`config.mk`:
```
export PLATFORM = sky130hd
export DESIGN_NAME = layer_serializer_flat
export DESIGN_NICKNAME = d
export VERILOG_FILES = /design/src/rtl/layer_ser_if.sv /design/src/rtl/layer_serializer.sv /design/src/flat_wrapper.sv
export SDC_FILE = /design/constraint.sdc
export NUM_CORES = 1
export LEC_CHECK = 0
export BUFFER_PORTS_ARGS = -buffer_cell sky130_fd_sc_hd__buf_2
export CAP_MARGIN = 5
export CORE_MARGIN = 5
export CORE_UTILIZATION = 45
export DETAILED_ROUTE_END_ITERATION = 10
export PLACE_DENSITY = 0.73
export RECOVER_POWER = 25
export SYNTH_ARGS = -nofsm -noshare
export SYNTH_HDL_FRONTEND = slang
export SYNTH_SLANG_ARGS = --single-unit
```
`constraint.sdc`:
```
create_clock -name clk -period 23.2 [get_ports clk]
set_input_delay 3.48 -clock clk [delete_from_list [all_inputs] [get_ports clk]]
set_output_delay 3.48 -clock clk [all_outputs]
set_load 0.01 [all_outputs]
```
`src/rtl/layer_ser_if.sv`:
```
// layer_ser_if: producer-vector in / serial-word out bundle for layer_serializer.
interface layer_ser_if #(
    parameter int NN        = 30,
    parameter int dataWidth = 16
);
    localparam int IDX_W = (NN > 1) ? $clog2(NN) : 1;
    logic [NN-1:0]           in_valid;
    logic [NN*dataWidth-1:0] in_data;
    logic                    err_clr;
    logic [dataWidth-1:0]    out_data;
    logic                    out_valid;
    logic                    busy;
    logic                    err_overrun;
    logic                    err_partial;
    logic [IDX_W-1:0]        max_idx;
    logic                    max_valid;
    modport master (
        output in_valid, in_data, err_clr,
        input  out_data, out_valid, busy, err_overrun, err_partial, max_idx, max_valid
    );
    modport slave (
        input  in_valid, in_data, err_clr,
        output out_data, out_valid, busy, err_overrun, err_partial, max_idx, max_valid
    );
endinterface

```
`src/rtl/layer_serializer.sv`:
```
// layer_serializer: captures a full layer output vector and replays it one word per clock.
// Define LAYER_SER_ARGMAX_EN to add the signed argmax output stage.
module layer_serializer #(
    parameter int NN        = 30,
    parameter int dataWidth = 16
) (
    input logic       clk,
    input logic       rst,
    layer_ser_if.slave bus
);
    localparam int IDX_W = (NN > 1) ? $clog2(NN) : 1;
    localparam int CW    = $clog2(NN + 1);
    localparam logic [0:0] IDLE  = 1'b0;
    localparam logic [0:0] SHIFT = 1'b1;

    logic [0:0]              r_state;
    logic [CW-1:0]           r_cnt;
    logic [NN*dataWidth-1:0] r_buf;
    logic [dataWidth-1:0]    r_out_data;
    logic                    r_out_valid;
    logic                    r_busy;
    logic                    r_err_ovr;
    logic                    r_err_part;
    logic                    w_cap;
    logic                    w_partial;
    logic                    w_last;
    logic                    w_reload;
    logic                    w_overrun;

    assign w_cap     = &bus.in_valid;
    assign w_partial = |bus.in_valid & ~w_cap;
    // r_cnt indexes the next word, so NN means the last word is on the output now
    assign w_last    = (r_state == SHIFT) && (r_cnt == CW'(NN));
    assign w_reload  = w_cap & ((r_state == IDLE) | w_last);
    assign w_overrun = w_cap & (r_state == SHIFT) & ~w_last;

    always_ff @(posedge clk)
        if (w_reload) r_buf <= bus.in_data;

    always_ff @(posedge clk or negedge rst) begin
        if (!rst) begin
            r_state     <= IDLE;
            r_cnt       <= '0;
            r_out_data  <= '0;
            r_out_valid <= 1'b0;
            r_busy      <= 1'b0;
            r_err_ovr   <= 1'b0;
            r_err_part  <= 1'b0;
        end else begin
            if (w_reload) begin
                r_state     <= SHIFT;
                r_out_data  <= bus.in_data[dataWidth-1:0];
                r_out_valid <= 1'b1;
                r_busy      <= 1'b1;
                r_cnt       <= CW'(1);
            end else if (w_last) begin
                r_state     <= IDLE;
                r_out_valid <= 1'b0;
                r_busy      <= 1'b0;
            end else if (r_state == SHIFT) begin
                r_out_data <= r_buf[r_cnt*dataWidth +: dataWidth];
                r_cnt      <= r_cnt + CW'(1);
            end
            r_err_ovr  <= ~bus.err_clr & (r_err_ovr | w_overrun);
            r_err_part <= ~bus.err_clr & (r_err_part | w_partial);
        end
    end

    assign bus.out_data    = r_out_data;
    assign bus.out_valid   = r_out_valid;
    assign bus.busy        = r_busy;
    assign bus.err_overrun = r_err_ovr;
    assign bus.err_partial = r_err_part;

`ifdef LAYER_SER_ARGMAX_EN
    logic signed [dataWidth-1:0] r_run_max;
    logic [IDX_W-1:0]            r_run_idx;
    logic [IDX_W-1:0]            r_max_idx;
    logic                        r_max_valid;
    logic [IDX_W-1:0]            w_cur_idx;
    logic                        w_take;

    // strict compare keeps the lower index on ties; word0 always seeds the max
    assign w_cur_idx = IDX_W'(r_cnt - CW'(1));
    assign w_take    = (r_cnt == CW'(1)) || ($signed(r_out_data) > r_run_max);

    always_ff @(posedge clk or negedge rst) begin
        if (!rst) begin
            r_run_max   <= '0;
            r_run_idx   <= '0;
            r_max_idx   <= '0;
            r_max_valid <= 1'b0;
        end else begin
            r_max_valid <= w_last;
            if (r_state == SHIFT && w_take) begin
                r_run_max <= $signed(r_out_data);
                r_run_idx <= w_cur_idx;
            end
            if (w_last) r_max_idx <= w_take ? w_cur_idx : r_run_idx;
        end
    end

    assign bus.max_idx   = r_max_idx;
    assign bus.max_valid = r_max_valid;
`else
    assign bus.max_idx   = '0;
    assign bus.max_valid = 1'b0;
`endif
endmodule
```
`src/flat_wrapper.sv`:
```
// flat-port wrapper written by rule: the top's interface ports become plain ports
module layer_serializer_flat 
#(
    parameter int NN        = 30,
    parameter int dataWidth = 16
)
  (clk, rst, bus_in_valid, bus_in_data, bus_err_clr, bus_out_data, bus_out_valid, bus_busy, bus_err_overrun, bus_err_partial, bus_max_idx, bus_max_valid);
  layer_ser_if #(.NN(NN), .dataWidth(dataWidth)) bus_i ();
  input logic clk;
  input logic rst;
  input wire logic [$bits(bus_i.in_valid)-1:0] bus_in_valid;
  input wire logic [$bits(bus_i.in_data)-1:0] bus_in_data;
  input wire logic [$bits(bus_i.err_clr)-1:0] bus_err_clr;
  output wire logic [$bits(bus_i.out_data)-1:0] bus_out_data;
  output wire logic [$bits(bus_i.out_valid)-1:0] bus_out_valid;
  output wire logic [$bits(bus_i.busy)-1:0] bus_busy;
  output wire logic [$bits(bus_i.err_overrun)-1:0] bus_err_overrun;
  output wire logic [$bits(bus_i.err_partial)-1:0] bus_err_partial;
  output wire logic [$bits(bus_i.max_idx)-1:0] bus_max_idx;
  output wire logic [$bits(bus_i.max_valid)-1:0] bus_max_valid;
  assign bus_i.in_valid = bus_in_valid;
  assign bus_i.in_data = bus_in_data;
  assign bus_i.err_clr = bus_err_clr;
  assign bus_out_data = bus_i.out_data;
  assign bus_out_valid = bus_i.out_valid;
  assign bus_busy = bus_i.busy;
  assign bus_err_overrun = bus_i.err_overrun;
  assign bus_err_partial = bus_i.err_partial;
  assign bus_max_idx = bus_i.max_idx;
  assign bus_max_valid = bus_i.max_valid;
  layer_serializer #(.NN(NN), .dataWidth(dataWidth)) u_core (.clk(clk), .rst(rst), .bus(bus_i));
endmodule
```
==> metrics.md, run 1 <==
| Metric | Value |
|---|---|
| Chip height | 219 um |
| Worst Max-Slew Pin Slew | 1.19 ns |
| DRC Markers | 0 |
| Post-CTS sizing | 0 |
| Core Rows | 76 |
| Initial Util | 0.455 |
| Clk_skew | 0.0152 ns |
| Antenna Nets Post-Route | 0 |
| CP bufs+invs | 5 |
| FF/Latch Area | 15000 sq um |
| DIE AREA | 47800 sq um |
| Yosys reg bits | approximately 500 |
| Cell Chain, Critical Path | buf_2 > nand4_1 > nor4_2 > nand2_2 > buf_4 > nor2_4 > buf_4 > buf_12 > buf_4 |
| Initial antenna violation count | 14 |
| Worst Setup End Kind | flip-flop |
| Max VDD drop | 0.0755 mV |
| Setup CP Type | input port to flip-flop |
| Commonest non-fill, non-tap cells in the layout | buf_2, edfxtp_1, mux4_2 |
| Core area | roughly 43000 sq um |
| Achievable Freq | 133 MHz |
| Final nets | 2025 |
| Post-synthesis compound-gate area fraction | 0.0392 |
| Number of I/O pins | 539 |
| Post-Synthesis Cells | 959 |
| Final Cycle Share | 0.325 |
| Dpl hpwl | 40100 um |
| Seq/Total Area, Yosys | 0.767 |
| Pint | 1.49 mW |
| Placed inst area | 22800 sq um |
| Main combinational cell family by area after synthesis | multiplexers |
| Total global-route track usage | 0.223 |
| Crit start category | input port |
| Maximum root-to-sink buffer count | 3 |
| Crit-path max FO | about 220 |
| Switching portion of total power | 0.194 |
| Layout area overhead | 25.0% |
| Gate power share | 0.026 |
| Die width | 219 um |
| Avg Cell Area, Syn | 20.4 sq um |
| Post-CTS Hold Buffers | 0 |
| Multiplexer share of the synthesized area | 0.146 |
| Adder-Cell Fraction of Synth Area | 0.00128 |
| Pin count of the biggest net entering global routing | between 200 and 250 |
| Top delay family on crit path | buffers and inverters |
| Min Tclk post-route | 7.55 ns |
| GR Overflow Total | 0 |
| Detailed Route Iter0 Violations | 1108 |
| P per Cell Area | 75.4 nW/um^2 |
| P_leak | 9.46 nW |
| Post-DR vias/cell | approximately 5.4 |
| Flop pwr share | 0.539 |
| Asr flop ratio synth | 0.0476 |
| Xor-xnor portion of the synthesized cell area | 0 |
| CTS tree | done |
| Worst Path Arrival | 7.73 ns |
| Switch Pwr | roughly 0.36 mW |
| Setup TNS | 0 ns |
| Fin. Hold Viols | 0 |
| Most common cell after layout, fill and taps aside | buf_2 |
| Final GP Congestion | roughly 0.83 |
| # setup viols final | 0 |
| Per-cell routed wire length | 25.5 um |
| TritonCTS Buffers | 52 |
| Hold slack | 0.512 ns |
| Hold crit path type | flip-flop to flip-flop |
| Layout Cells excl Fill | 2146 |
| Synth warnings | 0 |
| Post-synth EDFFs | 480 |
| Slowest cell delay on critical path | 1.00 ns |
| Distinct cells, synth | 47 |
| Mapped cell area | just under 20000 sq um |
| Status | finished, final reports clean |
| CTS H-tree lvls | 2 |
| IO Port Bufs | about 530 |
| Filler cells | 3334 |
| Final wirelength | 54700 um |
| Predominant post-synthesis flop cell | edfxtp_1 |
| Worst slew margin | 0.203 |
| Root Buffer | clkbuf_16 |
| Max-cap violation count | 0 |
| Finished Cell Area | 24500 sq um |
| Via count | 11549 |
| Top cell by count, worst path | buf_4 |
| Clock sinks | 504 |
| Crit path required time | 23.39 ns |
| Worst-path clk slew | 0.05 ns |
| Drt pass-1 iters | 5 |
| Multi-input logic area | 4250 sq um |
| Crit path max-delay cell type | buf_4 |
| Clk pwr share | 0.434 |
| First-pass GRT wire length | 78000 um |
| Vias in the first global route | 12354 |
| Cell total after placement | 2041 |
| Slew Viols, Final | 0 |
| Clock Latency Late Sink | 0.58 ns |
| Setup bufs post-CTS | 0 |
| Post-synthesis simple-gate area fraction | 0.0289 |
| Layout cells sized above 1 | 0.467 |
| RSZ-0062 raised after global routing | no |
cells in the mapped netlist, types with 9 or more instances:
cell,instances,area (sq um)
buf_4,17,128
clkbuf_1,17,63.8
o21ai_0,13,65.1
a31oi_1,10,62.6
o221ai_1,9,78.8
o22ai_1,24,150
nor2_1,19,71.3
nand2_1,22,82.6
edfxtp_1,480,14400
buf_2,18,90.1
mux2_2,12,135
nand3_1,11,55.1
nor2b_1,12,75.1
a211oi_1,10,75.1
dfrtp_1,24,601
mux4_2,89,2000
mux2i_1,72,721
a221o_1,10,100
nor4_1,11,68.8
inv_1,9,33.8
logic make-up (layout without fill, tap and decap cells):
| group | after synthesis | after routing |
|---|---|---|
| flip-flops | 504 | 504 |
| multiplexers | 173 | 173 |
| AO/OA/AOI/OAI | 108 | 108 |
| AND/OR/NAND/NOR | 107 | 107 |
| buffers and inverters | 64 | 653 |
| adder cells (fa/ha/maj) | 2 | 2 |
| other | 1 | 14 |
through the flow:
stage | setup WS (ns) | power [mW] | utilization
2_1_floorplan | 5.65 | 1.02 | -
3_3_place_gp | 15.25 | 1.06 | 0.530
3_5_place_dp | 15.14 | 1.06 | 0.530
4_1_cts | 15.74 | 1.86 | 0.568
5_1_grt | 15.49 | 1.91 | 0.568
6_report | 15.65 | 1.85 | 0.568
tightest hold or removal path, cell delays in order, from the launching register on:
cell and delay (ns):
dfrtp_1 0.34, a21oi_1 0.04, nor2_1 0.09
state kept, by name, indices dropped and copies added, names as in the netlist:
register / flops
u_core.bus.err_overrun: 1
u_core.bus.err_partial: 1
u_core.bus.out_data: 16
u_core.bus.out_valid: 1
u_core.r_buf: 480
u_core.r_cnt: 5
power by group through the flow:
stage / Combinational, mW / Sequential, mW / Clock (mW)
after floorplan: 0.00181 / 1.02 / 0
after global placement: 0.0472 / 1.01 / 0
after detailed placement: 0.0488 / 1.01 / 0
after CTS: 0.0493 / 0.996 / 0.815
after global routing: 0.0535 / 0.995 / 0.859
final: 0.0489 / 0.996 / 0.801
final timing paths:
path,from,to,slack (ns),depth (start not counted)
worst max-delay path,bus_in_valid[22],u_core.r_buf[10],15.65,9
worst min-delay path,u_core.bus.err_partial,u_core.bus.err_partial,0.51,2
worst max register to register,u_core.r_cnt[0],u_core.r_buf[10],18.26,8
worst min register to register,u_core.bus.err_partial,u_core.bus.err_partial,0.51,2
max in group asynchronous,rst,u_core.r_cnt[1],19.66,1
min in group asynchronous,rst,u_core.bus.out_data[7],2.96,1
routing by layer:
layer  wire length (um)  global-route usage  vias to the layer above  part of all wire
met5                 73                   0                        -            0.0013
met4               1210              0.0576                       12             0.022
met3               4450              0.0596                       94             0.081
met2              27900               0.381                      533              0.51
met1              21100               0.287                     5802              0.39
li1                   -                   -                     5108                 -
layout make-up:
type	instances	area share
tap	585	0.0299
antenna	8	0.000818
clock buffer	75	0.0584
timing repair buffer	547	0.114
inverter	9	0.00138
sequential	504	0.614
multi-input combinational	396	0.174
clock inverter	22	0.00798
(Power assumes the default switching activity.)
==> run 2: changes to the inputs <==
--- a/config.mk
+++ b/config.mk
@@ -10,7 +10,7 @@
 export CORE_MARGIN = 5
 export CORE_UTILIZATION = 45
 export DETAILED_ROUTE_END_ITERATION = 10
-export PLACE_DENSITY = 0.73
+export PLACE_DENSITY = 0.7
 export RECOVER_POWER = 25
 export SYNTH_ARGS = -nofsm -noshare
 export SYNTH_HDL_FRONTEND = slang
==> constraint.sdc (replaced) <==
create_clock -name clk -period 7.7 [get_ports clk]
set_input_delay 1.155 -clock clk [delete_from_list [all_inputs] [get_ports clk]]
set_output_delay 1.155 -clock clk [all_outputs]
set_load 0.01 [all_outputs]
==> metrics.md, run 2 (synthesized netlist as in run 1, its figures left out) <==
| Metric | Value |
|---|---|
| Status | finished, final reports clean |
| Max VDD drop | 0.190 mV (+150%) |
| Chip height | 219 um (unchanged) |
| DIE AREA | 47800 sq um (unchanged) |
| # setup viols final | 0 (unchanged) |
| Top reg by flops | u_core.r_buf |
| Layout cells sized above 1 | 0.465 (-0.00271) |
| R2R Path Start | u_core.r_cnt[1] |
| Layout area overhead | 25.2% |
| Initial Util | 0.455 (unchanged) |
| Hold crit path type | flip-flop to flip-flop |
| CP startpoint | u_core.r_cnt[1] |
| Setup bufs post-CTS | 0 (unchanged) |
| Core Rows | 76 (unchanged) |
| Root Buffer | clkbuf_16 |
| Total global-route track usage | 0.222 (-0.00165) |
| Initial antenna violation count | 19 (+5) |
| Crit path required time | 8.14 ns (-15.25 ns) |
| GR Overflow Total | 0 (unchanged) |
| Post-DR vias/cell | 5.41 (+0.49%) |
| Detailed Route Iter0 Violations | 940 (-15%) |
| Final GP Congestion | 0.825 (-0.90%) |
| Post-CTS Hold Buffers | 0 (unchanged) |
| Clock Latency Late Sink | 0.59 ns (about the same) |
| Slew Viols, Final | 0 (unchanged) |
| Pin count of the biggest net entering global routing | 137 (-37%) |
| Antenna Nets Post-Route | 0 (unchanged) |
| Fin. Hold Viols | 0 (unchanged) |
| CTS H-tree lvls | 2 (unchanged) |
| Worst Max-Slew Pin Slew | 1.09 ns (-0.104 ns) |
| P_leak | 9.45 nW (about the same) |
| Clock sinks | 504 (unchanged) |
| Worst slew margin | 0.271 (+0.0680) |
| Drt pass-1 iters | 6 (+1) |
| Post-CTS sizing | 0 (unchanged) |
| Number of I/O pins | 539 (unchanged) |
| Crit start category | flip-flop |
| Worst Path Arrival | 3.99 ns (-3.74 ns) |
| Clk_skew | 0.0290 ns (+0.0138 ns) |
| DRC Markers | 0 (unchanged) |
| First-pass GRT wire length | 76900 um (-1.4%) |
| Finished Cell Area | 24500 sq um (+0.18%) |
| CTS tree | done |
| Core area | 43100 sq um (unchanged) |
| Most common cell after layout, fill and taps aside | buf_2 |
| Final Cycle Share | 0.461 |
| Placed inst area | 22800 sq um (about the same) |
| Max reg flops | 480 (unchanged) |
| Hold Path Origin | u_core.bus.err_partial |
| Cell total after placement | 2038 (-0.15%) |
| Final wirelength | 54600 um (-0.16%) |
| RSZ-0062 raised after global routing | no |
| Layout Cells excl Fill | 2146 (unchanged) |
| IO Port Bufs | 532 (unchanged) |
| Maximum root-to-sink buffer count | 3 (unchanged) |
| Worst Setup End Kind | flip-flop |
| Via count | 11606 (+0.49%) |
| Achievable Freq | 282 MHz |
| Crit-path max FO | 52 (-76%) |
| Setup CP Type | flip-flop to flip-flop |
| P per Cell Area | 228 nW/um^2 (+200%) |
| Dpl hpwl | 39900 um (-0.54%) |
| Per-cell routed wire length | 25.4 um (-0.16%) |
| Worst-path clk slew | 0.06 ns (about the same) |
| Commonest non-fill, non-tap cells in the layout | buf_2, edfxtp_1, mux4_2 |
| Max-cap violation count | 0 (unchanged) |
| TritonCTS Buffers | 53 (+1.9%) |
| Hold slack | 0.492 ns (-0.0204 ns) |
| Min Tclk post-route | 3.55 ns |
| Vias in the first global route | 12088 (-2.2%) |
| Finished Core Util | 0.569 (+0.00102) |
| Final nets | 2023 (-0.099%) |
| Die width | 219 um (unchanged) |
[run 2: routing by layer]
layer | vias up | global-route usage | wire length [um]
li1 | 5122 | - | -
met1 | 5847 | 0.284 | 20800
met2 | 540 | 0.372 | 27700
met3 | 83 | 0.0569 | 4820
met4 | 14 | 0.0741 | 1230
met5 | - | 0 | 96
[run 2: path summary, 6_finish.rpt]
kind,slack (ns),endpoint,cells after the start
worst max register to register,4.15,u_core.bus.out_data[4],6
max in group asynchronous,6.57,u_core.r_cnt[1],1
worst min-delay path,0.49,u_core.bus.err_partial,2
worst min register to register,0.49,u_core.bus.err_partial,2
worst max-delay path,4.15,u_core.bus.out_data[4],6
min in group asynchronous,0.61,u_core.bus.out_data[13],1
[run 2: power breakdown]
group	total, mW	internal (mW)	switching (mW)
Clock	2.44	1.43	1.01
Sequential	3.00	3.00	0.000109
Combinational	0.148	0.0912	0.0572
Total	5.59	4.52	1.07
[run 2: metrics by stage]
| stage | total power, mW | worst slack [ns] | setup TNS, ns |
|---|---|---|---|
| 3_5_place_dp | 3.21 | 3.53 | 0 |
| 2_1_floorplan | 3.06 | -1.89 | -907.04 |
| 3_3_place_gp | 3.20 | 3.62 | 0 |
| 6_report | 5.59 | 4.15 | 0 |
| 4_1_cts | 5.64 | 4.10 | 0 |
| 5_1_grt | 5.77 | 3.97 | 0 |
[run 2: critical path, cell delays in order (launching register included)]
cell     delay [ns]
dfrtp_4        0.80
buf_4          0.71
buf_4          0.64
mux4_2         0.44
a22oi_1        0.32
a31oi_1        0.14
a221o_1        0.28
[run 2: cell type report]
cell class	count	area [sq um]
Fill cell	3259	18600
Sequential cell	504	15000
Multi-Input combinational cell	396	4250
Timing Repair Buffer	544	2800
Clock buffer	67	1380
Tap cell	585	732
Clock inverter	27	263
Antenna cell	14	35.0
Inverter	9	33.8
